==> src/rtl/prog_loader.sv <==
// Byte-stream program loader: assembles 3-byte big-endian words into instruction memory
// and holds the CPU in reset until the requested number of words has been written.
module prog_loader #(
  parameter int unsigned INSTR_WIDTH = 18,
  parameter int unsigned ADDR_WIDTH  = 10
) (
  input  logic                    clk,
  input  logic                    reset,
  input  logic                    start,
  input  logic [ADDR_WIDTH:0]     word_count,
  input  logic                    in_valid,
  input  logic [7:0]              in_data,
  output logic                    in_ready,
  output logic                    imem_we,
  output logic [ADDR_WIDTH-1:0]   imem_addr,
  output logic [INSTR_WIDTH-1:0]  imem_wdata,
  output logic                    cpu_reset,
  output logic                    busy,
  output logic                    done,
  output logic                    error
);

  typedef enum logic [1:0] {
    StIdle,
    StRecv,
    StWrite,
    StDone
  } state_e;

  localparam logic [ADDR_WIDTH:0] MaxCount = (ADDR_WIDTH + 1)'(1) << ADDR_WIDTH;

  state_e                   state_q, state_d;
  logic [ADDR_WIDTH:0]      count_q, count_d;
  logic [ADDR_WIDTH-1:0]    addr_q, addr_d;
  logic [1:0]               byte_cnt_q, byte_cnt_d;
  logic [INSTR_WIDTH-1:0]   wdata_q, wdata_d;
  logic                     error_q, error_d;

  logic start_ok;
  logic accept;
  logic last_word;

  // Only the low two bits of the first byte carry instruction bits.
  logic unused_in_data;
  assign unused_in_data = ^in_data[7:2];

  assign start_ok  = start && (word_count != '0) && (word_count <= MaxCount);
  assign accept    = in_valid && in_ready;
  assign last_word = ({1'b0, addr_q} == (count_q - (ADDR_WIDTH + 1)'(1)));

  always_ff @(posedge clk or posedge reset) begin
    if (reset) begin
      state_q    <= StIdle;
      count_q    <= '0;
      addr_q     <= '0;
      byte_cnt_q <= '0;
      wdata_q    <= '0;
      error_q    <= 1'b0;
    end else begin
      state_q    <= state_d;
      count_q    <= count_d;
      addr_q     <= addr_d;
      byte_cnt_q <= byte_cnt_d;
      wdata_q    <= wdata_d;
      error_q    <= error_d;
    end
  end

  always_comb begin
    state_d    = state_q;
    count_d    = count_q;
    addr_d     = addr_q;
    byte_cnt_d = byte_cnt_q;
    wdata_d    = wdata_q;
    error_d    = error_q;

    unique case (state_q)
      StIdle, StDone: begin
        // A new start is honoured both before the first load and after a completed one.
        if (start) begin
          if (start_ok) begin
            count_d    = word_count;
            error_d    = 1'b0;
            addr_d     = '0;
            byte_cnt_d = '0;
            state_d    = StRecv;
          end else begin
            error_d = 1'b1;
          end
        end
      end

      StRecv: begin
        if (accept) begin
          unique case (byte_cnt_q)
            2'd0: begin
              wdata_d[17:16] = in_data[1:0];
              byte_cnt_d     = 2'd1;
            end
            2'd1: begin
              wdata_d[15:8] = in_data;
              byte_cnt_d    = 2'd2;
            end
            2'd2: begin
              wdata_d[7:0] = in_data;
              byte_cnt_d   = 2'd0;
              state_d      = StWrite;
            end
            default: byte_cnt_d = 2'd0;
          endcase
        end
      end

      StWrite: begin
        if (last_word) begin
          state_d = StDone;
        end else begin
          addr_d     = addr_q + ADDR_WIDTH'(1);
          byte_cnt_d = '0;
          state_d    = StRecv;
        end
      end

      default: state_d = StIdle;
    endcase
  end

  always_comb begin
    in_ready   = (state_q == StRecv);
    imem_we    = (state_q == StWrite);
    busy       = (state_q == StRecv) || (state_q == StWrite);
    done       = (state_q == StDone);
    cpu_reset  = (state_q != StDone);
    error      = error_q;
    imem_addr  = addr_q;
    imem_wdata = wdata_q;
  end

endmodule

==> config.mk <==
export PLATFORM = sky130hd
export DESIGN_NAME = prog_loader
export DESIGN_NICKNAME = d
export VERILOG_FILES = /design/src/rtl/prog_loader.sv
export SDC_FILE = /design/constraint.sdc
export NUM_CORES = 1
export LEC_CHECK = 0
export ABC_CLOCK_PERIOD_IN_PS = 2560
export CELL_PAD_IN_SITES_DETAIL_PLACEMENT = 1
export CELL_PAD_IN_SITES_GLOBAL_PLACEMENT = 1
export CORE_UTILIZATION = 38
export DETAILED_ROUTE_END_ITERATION = 7
export GPL_TIMING_DRIVEN = 0
export PLACE_DENSITY = 0.87
export SETUP_SLACK_MARGIN = 0.2
export SLEW_MARGIN = 20
export SYNTH_ARGS = -nofsm -noshare
export SYNTH_HDL_FRONTEND = slang
export SYNTH_SLANG_ARGS = --single-unit
==> constraint.sdc <==
create_clock -name clk -period 2.56 [get_ports clk]
set_clock_uncertainty 0.2 [all_clocks]
set_input_delay 0.512 -clock clk [delete_from_list [all_inputs] [get_ports clk]]
set_output_delay 0.512 -clock clk [all_outputs]
set_load 0.01 [all_outputs]
==> flow_metrics.env <==
export IMPL_p_clk_share_pct=15.2
export IMPL_gp_congestion=0.751
export IMPL_layout_setup_ws_ns=-0.0379
export IMPL_routed_wl_um=8440
export IMPL_cts_hold_buf=0
export IMPL_via_per_inst=5.60
export IMPL_synth_area_um2=2340
export IMPL_max_vdd_ir_drop_v=0.000449
export IMPL_drc=0
export IMPL_cts_reportedPaths_clkPinSlew_ns=0.09
export IMPL_utilization_pct=60.4
export IMPL_final_cells=395
export IMPL_p_int_mw=2.17
export IMPL_cts_tree="yes"
export IMPL_worst_path_max_fanout=5
export IMPL_postPlaceCellArea_um2=3010
export IMPL_fmax_mhz=385
export IMPL_async_reset_ff_share_pct=100
export IMPL_avgSynthCellArea_um2=9.99
export IMPL_leakage_nw=1.55
export IMPL_coreArea_um2=5920
export IMPL_clock_path_buffers=2
export IMPL_critPathRequiredTime_ns=2.58
export IMPL_avgRoutedWirePerCell_um=21.4
export IMPL_post_route_period_util_pct=101
export IMPL_synth_main_ff_cell="dfrtp_1"
export IMPL_insertion_delay_ns=0.31
export IMPL_placed_cells=366
export IMPL_whs_ns=0.292
export IMPL_seq_area_um2=1110
export IMPL_worst_pin_slew_ns=0.499
export IMPL_first_pass_iters=4
export IMPL_diodes=0
export IMPL_area_growth_pct=52.9
export IMPL_endpoint_kind="flop"
export IMPL_synth_edf_count=0
export IMPL_combPwrFrac_pct=50.8
export IMPL_drt_iter0_markers=142
export IMPL_crit_type="reg -> reg"
export IMPL_synth_cell_types=51
export IMPL_grt_pass1_vias=2335
export IMPL_vias=2213
export IMPL_dieArea_um2=6470
export IMPL_fp_row_count=28
export IMPL_grt_overflow_total=0
export IMPL_syn_num_nets=263
export IMPL_finalSetupViolCount=2
export IMPL_dp_hpwl_um=4910
export IMPL_grt_pass1_wl_um=12200
export IMPL_design_area_um2=3570
export IMPL_cts_htree_levels=2
export IMPL_slew_headroom_pct=66.7
export IMPL_rsz0062_at_grt="true"
export IMPL_fillers=639
export IMPL_drive_above_1_share_pct=30.3
export IMPL_clock_sinks=44
export IMPL_layout_min_cycle_time_ns=2.60
export IMPL_violations="negative setup slack"
export IMPL_min_path_type="reg -> reg"
export IMPL_track_usage_pct=25.4
export IMPL_cts_buffers=5
export IMPL_swShare_pct=39.5
export IMPL_num_nets_final=348
export IMPL_dieHeight_um=80.4
export IMPL_seq_area_frac_synth_pct=47.1
export IMPL_worst_path_max_delay_cell="dfrtp_1"
export IMPL_start_util_pct=39.5
export IMPL_syn_inst=234
export IMPL_arrival_ns=2.62
export IMPL_multi_input_area_um2=1430
export IMPL_clockRootBuffer="clkbuf_8"
export IMPL_ios=57
export IMPL_dieWidth_um=80.4
export IMPL_drv_slew=0
export IMPL_synth_warnings=0
export IMPL_power_density_nw_per_um2=1000
export IMPL_grt_max_degree=29
export IMPL_antenna_found_initial=0
export IMPL_start_kind="flop"
export IMPL_seqPwrFrac_pct=34.0
export IMPL_cp_cell_sequence="inv_2 -> ha_4 -> nor4b_4 -> buf_4 -> a221oi_2 -> nor2_1 -> o41ai_4 -> a31o_4 -> or2_4 -> o31ai_4"
export IMPL_synth_seq_cells=44
export IMPL_maxCapViolations=0
export IMPL_cp_slowest_stage_delay_ns=0.43
export IMPL_final_hold_viol_count=0
export IMPL_postRouteAntennaNets=0
export IMPL_p_switching_mw=1.42
export IMPL_outcome="finished, violations left"
export IMPL_numPortBuffers=56
kinds of logic (layout without fill, tap and decap cells):
| family | count (synthesis) | count (layout) | synth area share, % |
|---|---|---|---|
| adder cells (fa/ha/maj) | 6 | 6 | 3.21 |
| AND/OR/NAND/NOR | 100 | 100 | 22.2 |
| buffers and inverters | 18 | 104 | 2.94 |
| multiplexers | 21 | 21 | 10.1 |
| flip-flops | 44 | 44 | 47.1 |
| AO/OA/AOI/OAI | 35 | 35 | 10.8 |
| XOR/XNOR | 10 | 10 | 3.75 |
per-layer routing:
layer,vias up,global-route usage (%),wire [um]
met5,-,0,0
met2,65,44.3,4530
met1,1132,31.4,3400
li1,998,-,-
met3,18,4.20,313
met4,0,8.39,201
state kept, by name, summed over array words and instances, names as in the netlist:
signal	flops
imem_addr	10
state_q	2
imem_wdata	18
error	1
count_q	11
byte_cnt_q	2
synthesized netlist by cell type (3+ instances only):
cell type / number / area share (%)
nand3_1: 13 / 2.8
nand4_1: 4 / 1.1
o21ai_0: 10 / 2.1
nand2b_1: 3 / 0.80
dfrtp_1: 44 / 47
nor3_1: 5 / 1.1
a31oi_1: 3 / 0.80
inv_1: 13 / 2.1
nand2_1: 43 / 6.9
xnor2_1: 4 / 1.5
or2_2: 3 / 0.80
xor2_1: 6 / 2.2
ha_1: 6 / 3.2
nor2_1: 11 / 1.8
mux2_2: 20 / 9.6
o21ai_1: 4 / 0.86
power by group through the flow:
stage                     Combinational [mW]  Sequential, mW  Clock (mW)
after floorplan                        0.669            1.16           0
after global placement                  1.15            1.14           0
after global routing                    1.95            1.25       0.573
after CTS                               1.43            1.17       0.545
final                                   1.82            1.22       0.543
after detailed placement                1.21            1.17           0
stage by stage:
stage	setup WS [ns]	setup TNS, ns	total power [mW]
2_1_floorplan	0.235	0	1.83
3_3_place_gp	-0.479	-13.57	2.29
5_1_grt	-0.129	-0.615	3.77
4_1_cts	0.136	0	3.14
3_5_place_dp	-0.603	-8.24	2.38
6_report	-0.0379	-0.0570	3.58
area by class of cell:
type                       count  share of cell area (%)
buffer                         4                   0.910
multi-input combinational    172                    39.9
sequential                    44                    31.0
clock buffer                   6                    2.03
clock inverter                 2                   0.980
timing repair buffer          78                    21.1
inverter                      14                    1.47
tap                           75                    2.63
critical path, delay by kind of cell, from the launching register on:
kind            cells  cell delay, ns
compound gates      4            0.72
flops               1            0.43
fa+ha+maj           1            0.14
simple gates        3            0.73
buf+inv             2            0.28
timing repair:
| item | in CTS | in global routing |
|---|---|---|
| endpoints found under the hold margin | 0 | 0 |
| pin swaps | 14 | 14 |
| resized for setup | 44 | 38 |
| buffers inserted | 10 | 10 |
| setup endpoints to repair | 24 | 23 |
| gates cloned | 0 | 1 |
final timing paths:
kind | from | endpoint | slack (ns) | cells after the start
max | count_q[1] | imem_addr[4] | -0.04 | 10
min | imem_wdata[8] | imem_wdata[8] | 0.29 | 2
min reg2reg | imem_wdata[8] | imem_wdata[8] | 0.29 | 2
max in group asynchronous | reset | imem_addr[3] | 1.36 | 3
min in group asynchronous | reset | error | 0.30 | 2
max reg2reg | count_q[1] | imem_addr[4] | -0.04 | 10
cell usage in the layout (no fill, tap or decap), drive strengths merged, types with 3 or more instances in the layout:
cell            n
a31oi           3
buf            23
clkbuf          9
clkdlybuf4s50  45
dfrtp          44
dlygate4sd2     7
ha              6
inv            13
mux2           20
nand2          43
nand2b          3
nand3          13
nand4           4
nor2           11
nor3            6
nor4            3
o21ai          14
o31ai           3
or2             4
xnor2           4
xor2            6
Note: power is estimated with default switching activity, not from simulation.
